### src/rtl/rom_fetch_if.sv
// rom_fetch_if: ROM address/data pair plus the fetch-to-consumer handshake and redirect request.
interface rom_fetch_if #(
    parameter int ADDR_WIDTH = 8,
    parameter int DATA_WIDTH = 8
);
    logic [ADDR_WIDTH-1:0] rom_addr;
    logic [DATA_WIDTH-1:0] rom_q;
    logic                  redirect_valid;
    logic [ADDR_WIDTH-1:0] redirect_addr;
    logic                  insn_valid;
    logic                  insn_ready;
    logic [DATA_WIDTH-1:0] insn_data;
    logic [ADDR_WIDTH-1:0] insn_addr;
    modport master (
        output rom_addr, insn_valid, insn_data, insn_addr,
        input  rom_q, redirect_valid, redirect_addr, insn_ready
    );
    modport slave (
        input  rom_addr, insn_valid, insn_data, insn_addr,
        output rom_q, redirect_valid, redirect_addr, insn_ready
    );
endinterface

### src/rtl/rom_fetch.sv
// rom_fetch: sequential ROM fetch with a 2-entry output buffer, credit-based issue and redirect flush.
module rom_fetch #(
    parameter int                    ADDR_WIDTH = 8,
    parameter int                    DATA_WIDTH = 8,
    parameter logic [ADDR_WIDTH-1:0] RESET_ADDR = '0
) (
    input logic         clk,
    input logic         resetn,
    rom_fetch_if.master bus
);
    localparam int W = ADDR_WIDTH + DATA_WIDTH;
    logic [ADDR_WIDTH-1:0] pc, inflight_addr;
    logic                  inflight, pop, issue;
    logic [1:0]            count, base, count_n;
    logic [2:0]            occ;
    logic [W-1:0]          e0, e1, e0_n, e1_n, push_word;
    // Entry e0 is always the head; base is the occupancy left after this cycle's pop.
    always_comb begin
        pop       = (count != 2'd0) && bus.insn_ready;
        occ       = {1'b0, count} + {2'b0, inflight} - {2'b0, pop};
        issue     = !bus.redirect_valid && (occ < 3'd2);
        base      = count - {1'b0, pop};
        push_word = {inflight_addr, bus.rom_q};
        e0_n      = (inflight && base == 2'd0) ? push_word : (pop ? e1 : e0);
        e1_n      = (inflight && base == 2'd1) ? push_word : e1;
        count_n   = bus.redirect_valid ? 2'd0 : base + {1'b0, inflight};
    end
    always_ff @(posedge clk or negedge resetn) begin
        if (!resetn) begin
            pc            <= RESET_ADDR;
            inflight      <= 1'b0;
            inflight_addr <= '0;
            count         <= 2'd0;
            e0            <= '0;
            e1            <= '0;
        end else begin
            pc            <= bus.redirect_valid ? bus.redirect_addr : (issue ? pc + 1'b1 : pc);
            inflight      <= issue;
            inflight_addr <= issue ? pc : inflight_addr;
            count         <= count_n;
            e0            <= e0_n;
            e1            <= e1_n;
        end
    end
    assign bus.rom_addr                    = pc;
    assign bus.insn_valid                  = count != 2'd0;
    assign {bus.insn_addr, bus.insn_data}  = e0;
endmodule
### src/flat_wrapper.sv
// flat-port wrapper written by rule: the top's interface ports become plain ports
module rom_fetch_flat 
#(
    parameter int                    ADDR_WIDTH = 8,
    parameter int                    DATA_WIDTH = 8,
    parameter logic [ADDR_WIDTH-1:0] RESET_ADDR = '0
)
  (clk, resetn, bus_rom_addr, bus_insn_valid, bus_insn_data, bus_insn_addr, bus_rom_q, bus_redirect_valid, bus_redirect_addr, bus_insn_ready);
  rom_fetch_if #(.ADDR_WIDTH(ADDR_WIDTH), .DATA_WIDTH(DATA_WIDTH)) bus_i ();
  input logic clk;
  input logic resetn;
  output wire logic [$bits(bus_i.rom_addr)-1:0] bus_rom_addr;
  output wire logic [$bits(bus_i.insn_valid)-1:0] bus_insn_valid;
  output wire logic [$bits(bus_i.insn_data)-1:0] bus_insn_data;
  output wire logic [$bits(bus_i.insn_addr)-1:0] bus_insn_addr;
  input wire logic [$bits(bus_i.rom_q)-1:0] bus_rom_q;
  input wire logic [$bits(bus_i.redirect_valid)-1:0] bus_redirect_valid;
  input wire logic [$bits(bus_i.redirect_addr)-1:0] bus_redirect_addr;
  input wire logic [$bits(bus_i.insn_ready)-1:0] bus_insn_ready;
  assign bus_rom_addr = bus_i.rom_addr;
  assign bus_insn_valid = bus_i.insn_valid;
  assign bus_insn_data = bus_i.insn_data;
  assign bus_insn_addr = bus_i.insn_addr;
  assign bus_i.rom_q = bus_rom_q;
  assign bus_i.redirect_valid = bus_redirect_valid;
  assign bus_i.redirect_addr = bus_redirect_addr;
  assign bus_i.insn_ready = bus_insn_ready;
  rom_fetch #(.ADDR_WIDTH(ADDR_WIDTH), .DATA_WIDTH(DATA_WIDTH), .RESET_ADDR(RESET_ADDR)) u_core (.clk(clk), .resetn(resetn), .bus(bus_i));
endmodule
### config.mk
export PLATFORM = sky130hd
export DESIGN_NAME = rom_fetch_flat
export DESIGN_NICKNAME = d
export VERILOG_FILES = /design/src/rtl/rom_fetch_if.sv /design/src/rtl/rom_fetch.sv /design/src/flat_wrapper.sv
export SDC_FILE = /design/constraint.sdc
export NUM_CORES = 1
export LEC_CHECK = 0
export BUFFER_PORTS_ARGS = -buffer_cell sky130_fd_sc_hd__buf_2
export CAP_MARGIN = 10
export CORE_MARGIN = 8
export CORE_UTILIZATION = 55
export CTS_CLUSTER_SIZE = 24
export DETAILED_ROUTE_END_ITERATION = 16
export GPL_TIMING_DRIVEN = 0
export HOLD_SLACK_MARGIN = 0.06
export PLACE_DENSITY = 0.78
export SYNTH_ARGS = -nofsm -noshare
export SYNTH_HDL_FRONTEND = slang
export SYNTH_SLANG_ARGS = --single-unit
export TNS_END_PERCENT = 30
### constraint.sdc
create_clock -name clk -period 3.28 [get_ports clk]
set_input_delay 0.492 -clock clk [delete_from_list [all_inputs] [get_ports clk]]
set_output_delay 0.492 -clock clk [all_outputs]
set_load 0.005 [all_outputs]
== Word level (Yosys, flattened, before mapping) ==
Cells that the tools add are included.
Word-level totals
  output and inout port bits: 25
  word-level logic and storage cells: 27
  register bits after elaboration: 51
  input bits: 20
Cells by class
  reduce and logical (&&, ||, !) cells: 9
  multiplexer cells: 5
  magnitude comparators: 1
  add/sub/neg operators: 5
  eq/ne operators: 1
Operator list (count)
  16-bit two-way mux: 2
  8-bit two-way mux: 2
  8-bit by 1-bit adder with 8-bit output, second input constant: 1
  2-bit nonzero test: 3
  1-bit logical AND: 4
  2-bit by 1-bit adder with 3-bit output: 1
  3-bit by 2-bit < comparator with 1-bit output, second input constant: 1
  3-bit by 1-bit subtractor with 3-bit output: 1
  2-bit by 1-bit adder with 2-bit output: 1
  2-bit by 1-bit equality test with 1-bit output, second input constant: 1
  2-bit logical NOT: 1
  2-bit two-way mux: 1
  2-bit by 1-bit subtractor with 2-bit output: 1
  1-bit logical NOT: 1

== Depth between registers and ports, before layout ==
Gate-level depths: netlist (run 1).
  depth after elaboration: 7
  gate-level depth with buffers: 11
  mapped depth without buffers: 8

== Worst setup path after synthesis (run 1) ==
No wires, ideal clock.
  path type: register to register
  start: register u_core.count[1]
  end: register u_core.pc[5], in the netlist u_core.bus.rom_addr[5]
  arrival time: 2.752 ns
  setup slack: 0.446 ns
  setup time: 0.082 ns
  data required time: 3.198 ns
  period minus slack after synthesis: 2.834 ns
  stages on the path, launching flop included: 12
  buffers on the path: 3
  path through: dfrtp_1 -> buf_6 -> o21ai_4 -> buf_4 -> inv_1 -> ha_1 -> nor2_1 -> fa_1 -> buf_2 -> nand4b_1 -> or4_1 -> a31oi_1
Between the ends
  word-level cells in the longest chain between the ends: 6
  elaborated cells on any way between the ends: 7
  classes of those cells: add/sub (2); order compare (1); reduce/logical (4)
RTL lines
  start: declaration: RTL line rom_fetch.sv:14  | logic [1:0] count, base, count_n;
  start signal: assignment: RTL line rom_fetch.sv:40  | count <= count_n;
  parallel branches: the longest is 2 deep, another holds 2-bit by 1-bit adder with 3-bit output
  3-bit by 1-bit subtractor with 3-bit output *: RTL line rom_fetch.sv:20  | occ = {1'b0, count} + {2'b0, inflight} - {2'b0, pop};
  3-bit by 2-bit < comparator with 1-bit output *: RTL line rom_fetch.sv:21  | issue = !bus.redirect_valid && (occ < 3'd2);
  1-bit logical AND *: RTL line rom_fetch.sv:21
  2-bit nonzero test (no line) *
  end signal: assignment: RTL line rom_fetch.sv:37  | pc <= bus.redirect_valid ? bus.redirect_addr : (issue ? pc + 1'b1 : pc);
  end: declaration: RTL line rom_fetch.sv:12  | logic [ADDR_WIDTH-1:0] pc, inflight_addr;
Mark *: on every way between the ends.
A chain may end at the register's enable or synchronous reset.

== Worst setup path after layout (run 1) ==
Ends and elaborated chain as after synthesis.

==> results.json, run 1 <==
{
  "status": "finished clean",
  "vias": 1609,
  "dieWidth_um": 83.03,
  "gr-usage-all-layers_pct": 13.81,
  "grt_max_degree": 52,
  "r2r-start": "u_core.count[1]$_DFF_PN0_",
  "num_antenna_cells": 0,
  "grt.overflow.total": 0,
  "period_minus_slack_ns": 2.983,
  "cap_violations": 0,
  "die_y_um": 83.03,
  "die_area_sq_um": 6894,
  "r2r_end": "u_core.bus.rom_addr[5]$_DFFE_PN0P_",
  "viasPerCell": 5.587,
  "crit_path_max_incr_delay_ns": 0.50,
  "cts_buffers": 5,
  "wl_per_cell_um": 15.78,
  "setup_viol": 0,
  "avgSynthCellArea_sq_um": 13.50,
  "row_count": 24,
  "synthesis.nets": 208,
  "layout.nets": 261,
  "period_share_pct": 90.96,
  "tritoncts": "yes",
  "crit_family": "simple AND/OR/NAND/NOR gates",
  "layout_common_cells": "53 x mux2_2, 51 x dfrtp_1, 45 x buf_2, 8 x nor2_1, 7 x nand2_1",
  "drt-initial-drc-count": 63,
  "cp_cell_sequence": "buf_6, o21ai_4, buf_4, inv_1, ha_1, nor2_1, fa_1, buf_2, nand4b_1, or4_1, a31oi_1",
  "ant_nets": 0,
  "fillers": 327,
  "cp.buffers_inverters": 4,
  "path_clk_slew_ns": 0.09,
  "grt_pass1_vias": 1683,
  "syn2layout_area_growth_pct": 16.81,
  "clock_skew_ns": 0.002524,
  "cts-root-buf": "clkbuf_8",
  "cts_max_level": 2,
  "holdCritPathClass": "input port to asynchronous set/reset pin",
  "holdWs_ns": 0.1152,
  "place_hpwl_mm": 3.314,
  "worstMarginPinSlew_ns": 0.4282,
  "gp_congestion": 0.8132,
  "pin_count": 45,
  "drt_pass1_iterations": 4,
  "seq_area_sq_um": 1276,
  "final_common_cell": "mux2_2",
  "slew_headroom_pct": 71.36,
  "synthDistinctLibCells": 32,
  "yosys_warnings": 0,
  "powerDensity_nw_per_um2": 935.1,
  "yosysSeqAreaShare_pct": 51.65,
  "antenna_found_initial": 0,
  "worst-r2r-setup-slack_ns": 0.30,
  "arrival_ns": 3.20,
  "clk_latency_ns": 0.29,
  "rr_worst_depth": 11,
  "cp-start-kind": "flop",
  "end_kind": "flop",
  "start_util_pct": 56.75,
  "core_region_area_sq_um": 4354,
  "final_area_sq_um": 2887,
  "fin_total_pwr_mw": 2.699,
  "crit_type": "flop to flop",
  "drive_gt1_share_pct": 50.00,
  "crit_cells": 11,
  "setup_tns_ns": 0,
  "p_leak_nw": 1.320,
  "grt_setup_unrepaired": "false",
  "crit_fanout": 10,
  "multi_input_area_sq_um": 1104,
  "cts_num_sinks": 51,
  "ir_drop_mv": 0.3612,
  "totalWireLength_mm": 4.545,
  "io_buffers": 44,
  "synth_seq_cells": 51,
  "clk_path_buf_depth": 2,
  "hold_violations": 0,
  "crit_required_ns": 3.50,
  "slowest_stage": "or4_1",
  "max_freq_mhz": 335.2,
  "dpl_cell_area_sq_um": 2756,
  "slew_viol_final": 0,
  "drc": 0,
  "grt_pass1_wl_mm": 8.114,
  "synthCells": 183,
  "synth_area_sq_um": 2471
}
## state kept, by name, indices dropped and copies added, names as in the netlist
name / cells
u_core.bus.rom_addr: 8
u_core.count: 2
u_core.inflight: 1
u_core.inflight_addr: 8
u_core.e0: 16
u_core.e1: 16
## power by group
part	total (mW)	leakage, nW	internal, mW	switching, mW
registers	1.12	0.608	0.928	0.195
clock network	0.414	0.0513	0.224	0.190
logic	1.16	0.661	0.684	0.478
total	2.70	1.32	1.84	0.863
## worst max path at each step
stage                     slack (ns)                                  to                 startpoint
after floorplan                 0.45  u_core.bus.rom_addr[5]$_DFFE_PN0P_  u_core.count[1]$_DFF_PN0_
after global placement          0.18  u_core.bus.rom_addr[5]$_DFFE_PN0P_  u_core.count[1]$_DFF_PN0_
after detailed placement        0.11  u_core.bus.rom_addr[5]$_DFFE_PN0P_  u_core.count[1]$_DFF_PN0_
after CTS                       0.09  u_core.bus.rom_addr[5]$_DFFE_PN0P_  u_core.count[1]$_DFF_PN0_
after global routing            0.11  u_core.bus.rom_addr[5]$_DFFE_PN0P_  u_core.count[1]$_DFF_PN0_
final                           0.30  u_core.bus.rom_addr[5]$_DFFE_PN0P_  u_core.count[1]$_DFF_PN0_
## worst reg2reg max path, delay by kind of cell (launching register included)
family / cells / cell delay [ns]
AND/OR/NAND/NOR: 3 / 0.89
AO/OA/AOI/OAI: 2 / 0.32
flip-flops: 1 / 0.38
buffers and inverters: 4 / 0.64
adder cells (fa/ha/maj): 2 / 0.69
## cells by family (layout without fill, tap and decap cells)
family | Yosys count | after routing | synth area share, %
buffers and inverters | 14 | 67 | 3.695
adders and majority gates | 5 | 5 | 2.836
xor gates and xnor gates | 4 | 4 | 2.481
and+or+nand+nor | 39 | 39 | 9.773
DFF | 51 | 51 | 51.65
AOI/OAI and AO/OA | 14 | 14 | 4.051
muxes | 56 | 56 | 25.52
## final cells by class
cell class	count	area share [%]
flip-flops and latches	51	44.21
clock inverters	1	1.040
well taps	52	2.254
multi-input cells	118	38.23
repair buffers	46	8.583
plain buffers	7	2.254
clock buffers	6	2.514
inverters	7	0.9103
## metrics by stage
stage | worst slack [ns] | utilization, % | instances
3_5_place_dp | 0.1138 | 63.30 | 279
5_1_grt | 0.1060 | 66.29 | 288
4_1_cts | 0.09189 | 65.66 | 286
3_3_place_gp | 0.1753 | 63.30 | 279
2_1_floorplan | 0.4457 | - | 183
6_report | 0.2966 | 66.29 | 288
## synthesized netlist by cell type, drive strengths merged
master   n  share of area (%)
xor2     2               0.71
buf      7                2.6
nand2    7                1.1
and4b    1               0.41
nand3    6                1.6
clkinv   1               0.15
dfrtp   51                 52
a22oi    2               0.61
a31oi    3               0.76
nand2b   1               0.25
or3      1               0.25
mux2    56                 26
nor2     8                1.2
ha       4                2.0
o211ai   3               0.91
nor2b    3               0.76
nand4    1               0.25
o21ai    5                1.5
xnor2    2                1.8
nor3     1               0.66
fa       1               0.81
inv      6               0.91
nand3b   1               0.30
or4      4                1.2
o31ai    1               0.30
nand4b   5                1.8
## metal layers
layer  GRT usage [%]  vias to the layer above  share of wire (%)
met5               0                        -                  0
met4           4.473                        0               0.99
met3           4.590                        4                5.1
met2           19.66                       45                 45
met1           19.13                      791                 49
li1                -                      769                  -
## what timing repair did
| action | CTS | global route |
|---|---|---|
| resized for setup | 0 | 0 |
| endpoints found under the setup margin | 0 | 1 |
| hold buffers | 0 | 0 |
| setup buffers | 0 | 1 |
Note: power is estimated with default switching activity, not from simulation.
==> inputs of run 2 (changes only) <==
Settings changed: CTS_BUF_LIST set to sky130_fd_sc_hd__clkbuf_4 sky130_fd_sc_hd__clkbuf_8 sky130_fd_sc_hd__clkbuf_16.
==> results.json, run 2 (same netlist as run 1, synthesis figures left out) <==
{
  "cts_max_level": 2,
  "p_leak_nw": 1.324,
  "fillers": 328,
  "worst-r2r-setup-slack_ns": 0.30,
  "core_region_area_sq_um": 4354,
  "grt_setup_unrepaired": "false",
  "arrival_ns": 3.20,
  "cts_resized": 0,
  "wl_per_cell_um": 15.74,
  "drc": 0,
  "p_comb_share_pct": 42.9,
  "viasPerCell": 5.608,
  "io_buffers": 44,
  "slew_headroom_pct": 71.70,
  "cap_violations": 0,
  "setup_tns_ns": 0,
  "cts-root-buf": "clkbuf_8",
  "clk_latency_ns": 0.29,
  "holdCritPathClass": "input port to asynchronous set/reset pin",
  "powerDensity_nw_per_um2": 936.7,
  "start_util_pct": 56.75,
  "end_kind": "flop",
  "setup_viol": 0,
  "cts_buffers": 5,
  "fin_total_pwr_mw": 2.707,
  "die_area_sq_um": 6894,
  "cp-start-kind": "flop",
  "clock_skew_ns": 0.002403,
  "cts_num_sinks": 51,
  "crit_required_ns": 3.50,
  "drt_pass1_iterations": 4,
  "cts_hold_buf": 0,
  "antenna_found_initial": 0,
  "period_minus_slack_ns": 2.981,
  "pin_count": 45,
  "crit_fanout": 10,
  "worstMarginPinSlew_ns": 0.4232,
  "r2r-start": "u_core.count[1]$_DFF_PN0_",
  "gr-usage-all-layers_pct": 13.81,
  "grt_pass1_wl_mm": 8.121,
  "status": "finished clean",
  "num_antenna_cells": 0,
  "hold_violations": 0,
  "ir_drop_mv": 0.3650,
  "layout_common_cells": "53 x mux2_2, 51 x dfrtp_1, 45 x buf_2, 8 x nor2_1, 7 x nand2_1",
  "seqPwrFrac_pct": 41.4,
  "clockPowerShare_pct": 15.6,
  "tritoncts": "yes",
  "slew_viol_final": 0,
  "post_cts_buffers": 0,
  "clk_path_buf_depth": 2,
  "final_common_cell": "mux2_2",
  "switchingPower_mw": 0.8631,
  "layout.nets": 261,
  "largestRegisters": "u_core.e0: 16 flops, u_core.e1: 16 flops",
  "drt-initial-drc-count": 72,
  "die_y_um": 83.03,
  "dieWidth_um": 83.03,
  "grt_max_degree": 52,
  "ant_nets": 0,
  "vias": 1615,
  "gp_congestion": 0.8132,
  "syn2layout_area_growth_pct": 16.96,
  "rr_worst_depth": 11,
  "dpl_cell_area_sq_um": 2756,
  "r2r_end": "u_core.bus.rom_addr[5]$_DFFE_PN0P_",
  "grt.overflow.total": 0,
  "swShare_pct": 31.88,
  "path_clk_slew_ns": 0.09,
  "grt_pass1_vias": 1675,
  "totalWireLength_mm": 4.533,
  "max_freq_mhz": 335.4,
  "place_hpwl_mm": 3.314,
  "p_int_mw": 1.844,
  "row_count": 24,
  "crit_type": "flop to flop",
  "period_share_pct": 90.89,
  "drive_gt1_share_pct": 50.42,
  "final_area_sq_um": 2890,
  "fin_util_pct": 66.38
}
run 2: metrics by stage:
stage / hold WS, ns / setup slack, ns / instances
2_1_floorplan: 0.1964 / 0.4457 / 183
3_3_place_gp: 0.4866 / 0.1753 / 279
3_5_place_dp: 0.4904 / 0.1138 / 279
4_1_cts: 0.4052 / 0.09226 / 286
5_1_grt: 0.1077 / 0.1071 / 288
6_report: 0.1073 / 0.2987 / 288
run 2: final cells by class:
class	instances	area, sq um	area share [%]
Sequential cell	51	1276	44.16
Multi-Input combinational cell	118	1104	38.18
Timing Repair Buffer	46	247.7	8.571
Clock buffer	6	76.32	2.641
Buffer	7	65.06	2.251
Tap cell	52	65.06	2.251
Clock inverter	1	30.03	1.039
Inverter	7	26.28	0.9091
run 2: power by group through the flow:
stage	clock network [mW]	logic, mW	registers [mW]
after floorplan	0	0.858	1.10
after global placement	0	1.14	1.12
after detailed placement	0	1.17	1.14
after CTS	0.438	1.18	1.13
after global routing	0.467	1.30	1.17
final	0.423	1.16	1.12
run 2: how the worst max path moves through the flow:
stage,cells after the start,from,endpoint
4_1_cts,11,u_core.count[1]$_DFF_PN0_,u_core.bus.rom_addr[5]$_DFFE_PN0P_
3_5_place_dp,11,u_core.count[1]$_DFF_PN0_,u_core.bus.rom_addr[5]$_DFFE_PN0P_
3_3_place_gp,11,u_core.count[1]$_DFF_PN0_,u_core.bus.rom_addr[5]$_DFFE_PN0P_
5_1_grt,11,u_core.count[1]$_DFF_PN0_,u_core.bus.rom_addr[5]$_DFFE_PN0P_
2_1_floorplan,11,u_core.count[1]$_DFF_PN0_,u_core.bus.rom_addr[5]$_DFFE_PN0P_
6_report,11,u_core.count[1]$_DFF_PN0_,u_core.bus.rom_addr[5]$_DFFE_PN0P_
run 2: routing by layer:
layer	vias to the layer above	share of wire, %	global-route usage (%)
met3	6	5.6	4.590
met2	50	44	19.52
li1	771	-	-
met4	0	1.3	4.473
met1	788	49	19.25
met5	-	0	0
run 2: critical path, cell delays in order, from the launching register on:
cell and delay, ns:
dfrtp_1 0.38, buf_6 0.15, o21ai_4 0.15, buf_4 0.22, inv_1 0.08, ha_1 0.27, nor2_1 0.11, fa_1 0.42
buf_2 0.19, nand4b_1 0.27, or4_1 0.50, a31oi_1 0.17
==> inputs of run 3 (changes only) <==
Settings changed: BUFFER_PORTS_ARGS -buffer_cell sky130_fd_sc_hd__buf_2 to not set, CORE_UTILIZATION 55 to 62, DONT_BUFFER_PORTS set to 1, PLACE_DENSITY 0.78 to 0.77.
==> results.json, run 3 (same netlist as run 1, synthesis figures left out) <==
{
  "status": "finished clean",
  "num_antenna_cells": 0,
  "cts_resized": 0,
  "vias": 1499,
  "layout.nets": 219,
  "ant_nets": 0,
  "final_common_cell": "mux2_2",
  "largestRegisters": "u_core.e0: 16 flops, u_core.e1: 16 flops",
  "met1_usage_pct": 16.17,
  "wl_per_cell_um": 19.51,
  "crit_fanout": 10,
  "core_region_area_sq_um": 3914,
  "period_share_pct": 92.88,
  "io_buffers": 0,
  "met2_usage_pct": 26.87,
  "pin_count": 45,
  "gr-usage-met3_pct": 7.788,
  "dieWidth_um": 79.13,
  "cts_max_level": 2,
  "cp.buffers_inverters": 4,
  "max_freq_mhz": 328.2,
  "end_kind": "flop",
  "cp_cell_sequence": "buf_6, o21ai_4, buf_4, inv_1, ha_1, nor2_1, fa_1, buf_2, nand4b_1, or4_1, a31oi_1",
  "p_leak_nw": 1.166,
  "final_area_sq_um": 2708,
  "layout_common_cells": "53 x mux2_2, 51 x dfrtp_1, 8 x nor2_1, 7 x nand2_1",
  "grt_setup_unrepaired": "false",
  "antenna_found_initial": 0,
  "grt_max_degree": 52,
  "tritoncts": "yes",
  "drive_gt1_share_pct": 39.49,
  "slew_viol_final": 0,
  "crit_required_ns": 3.53,
  "slew_headroom_pct": 70.83,
  "die_area_sq_um": 6262,
  "cap_violations": 0,
  "crit_path_max_incr_delay_ns": 0.52,
  "grt_pass1_wl_mm": 7.700,
  "gp_congestion": 0.8180,
  "arrival_ns": 3.29,
  "multi_input_area_sq_um": 1104,
  "fillers": 283,
  "cts-root-buf": "clkbuf_8",
  "busiest_layer": "met2",
  "hold_violations": 0,
  "grt.overflow.total": 0,
  "seq_area_sq_um": 1276,
  "cts_buffers": 5,
  "dpl_cell_area_sq_um": 2534,
  "viasPerCell": 6.118,
  "worstMarginPinSlew_ns": 0.4362,
  "crit_family": "simple AND/OR/NAND/NOR gates",
  "cp-start-kind": "flop",
  "setup_viol": 0,
  "holdCritPathClass": "input port to flop",
  "place_hpwl_mm": 3.463,
  "clock_skew_ns": 0.01465,
  "syn2layout_area_growth_pct": 9.570,
  "cts_num_sinks": 51,
  "drt-initial-drc-count": 100,
  "drc": 0,
  "setup_tns_ns": 0,
  "ir_drop_mv": 0.5970,
  "crit_type": "flop to flop",
  "slowest_stage": "or4_1",
  "totalWireLength_mm": 4.780,
  "path_clk_slew_ns": 0.10,
  "clk_path_buf_depth": 2,
  "start_util_pct": 63.14,
  "gr-usage-all-layers_pct": 15.91,
  "period_minus_slack_ns": 3.047,
  "drt_pass1_iterations": 4,
  "powerDensity_nw_per_um2": 982.8,
  "clk_latency_ns": 0.32,
  "die_y_um": 79.13,
  "grt_pass1_vias": 1529,
  "row_count": 23
}
-- run 3: area by class of cell --
type / instances / share of cell area, %
Sequential cell: 51 / 47.13
Multi-Input combinational cell: 118 / 40.76
Clock buffer: 6 / 3.050
Buffer: 7 / 2.403
Tap cell: 50 / 2.311
Timing Repair Buffer: 4 / 1.941
Clock inverter: 2 / 1.433
Inverter: 7 / 0.9704
-- run 3: metrics by stage --
step           worst slack, ns  power [mW]  util (%)  hold slack [ns]  cells
6_report                0.2334       2.661     69.18           0.2877    245
5_1_grt                0.03810       2.828     69.18           0.2796    245
4_1_cts                0.06299       2.674     68.80           0.2800    243
3_5_place_dp            0.1313       2.198     64.74           0.1978    233
3_3_place_gp            0.1768       2.113     64.74           0.1978    233
2_1_floorplan           0.4457       1.957         -           0.1964    183
-- run 3: worst paths after layout --
kind / end / startpoint / cells after the start / slack [ns]
min reg2reg: u_core.e1[15]$_DFFE_PN0P_ / u_core.e1[15]$_DFFE_PN0P_ / 1 / 0.51
min: u_core.bus.rom_addr[2]$_DFFE_PN0P_ / bus_redirect_addr[2] / 2 / 0.29
max: u_core.bus.rom_addr[5]$_DFFE_PN0P_ / u_core.count[1]$_DFF_PN0_ / 11 / 0.23
min in group asynchronous: u_core.bus.rom_addr[0]$_DFFE_PN0P_ / resetn / 2 / 0.65
max in group asynchronous: u_core.inflight$_DFF_PN0_ / resetn / 2 / 2.37
max reg2reg: u_core.bus.rom_addr[5]$_DFFE_PN0P_ / u_core.count[1]$_DFF_PN0_ / 11 / 0.23
-- run 3: what timing repair did --
action,in CTS,in global routing
endpoints found under the setup margin,0,1
buffers inserted,0,2
hold endpoints to repair,51,0
hold buffers,2,0
-- run 3: where the power goes --
part | internal (mW) | leakage, nW | switching, mW
registers | 0.928 | 0.608 | 0.243
logic | 0.597 | 0.496 | 0.428
clock network | 0.251 | 0.0618 | 0.214
total | 1.78 | 1.17 | 0.885
-- run 3: worst reg2reg max path, stage by stage (launching register included) --
cell and delay (ns):
dfrtp_1 0.38, buf_6 0.15, o21ai_4 0.18, buf_4 0.22
inv_1 0.09, ha_1 0.27, nor2_1 0.11, fa_1 0.42
buf_2 0.20, nand4b_1 0.29, or4_1 0.52, a31oi_1 0.18
-- run 3: layer usage --
layer	routed length (um)	part of all wire, %
met5	0	0
met4	143	3.0
met3	497	10
met2	2465	52
met1	1673	35
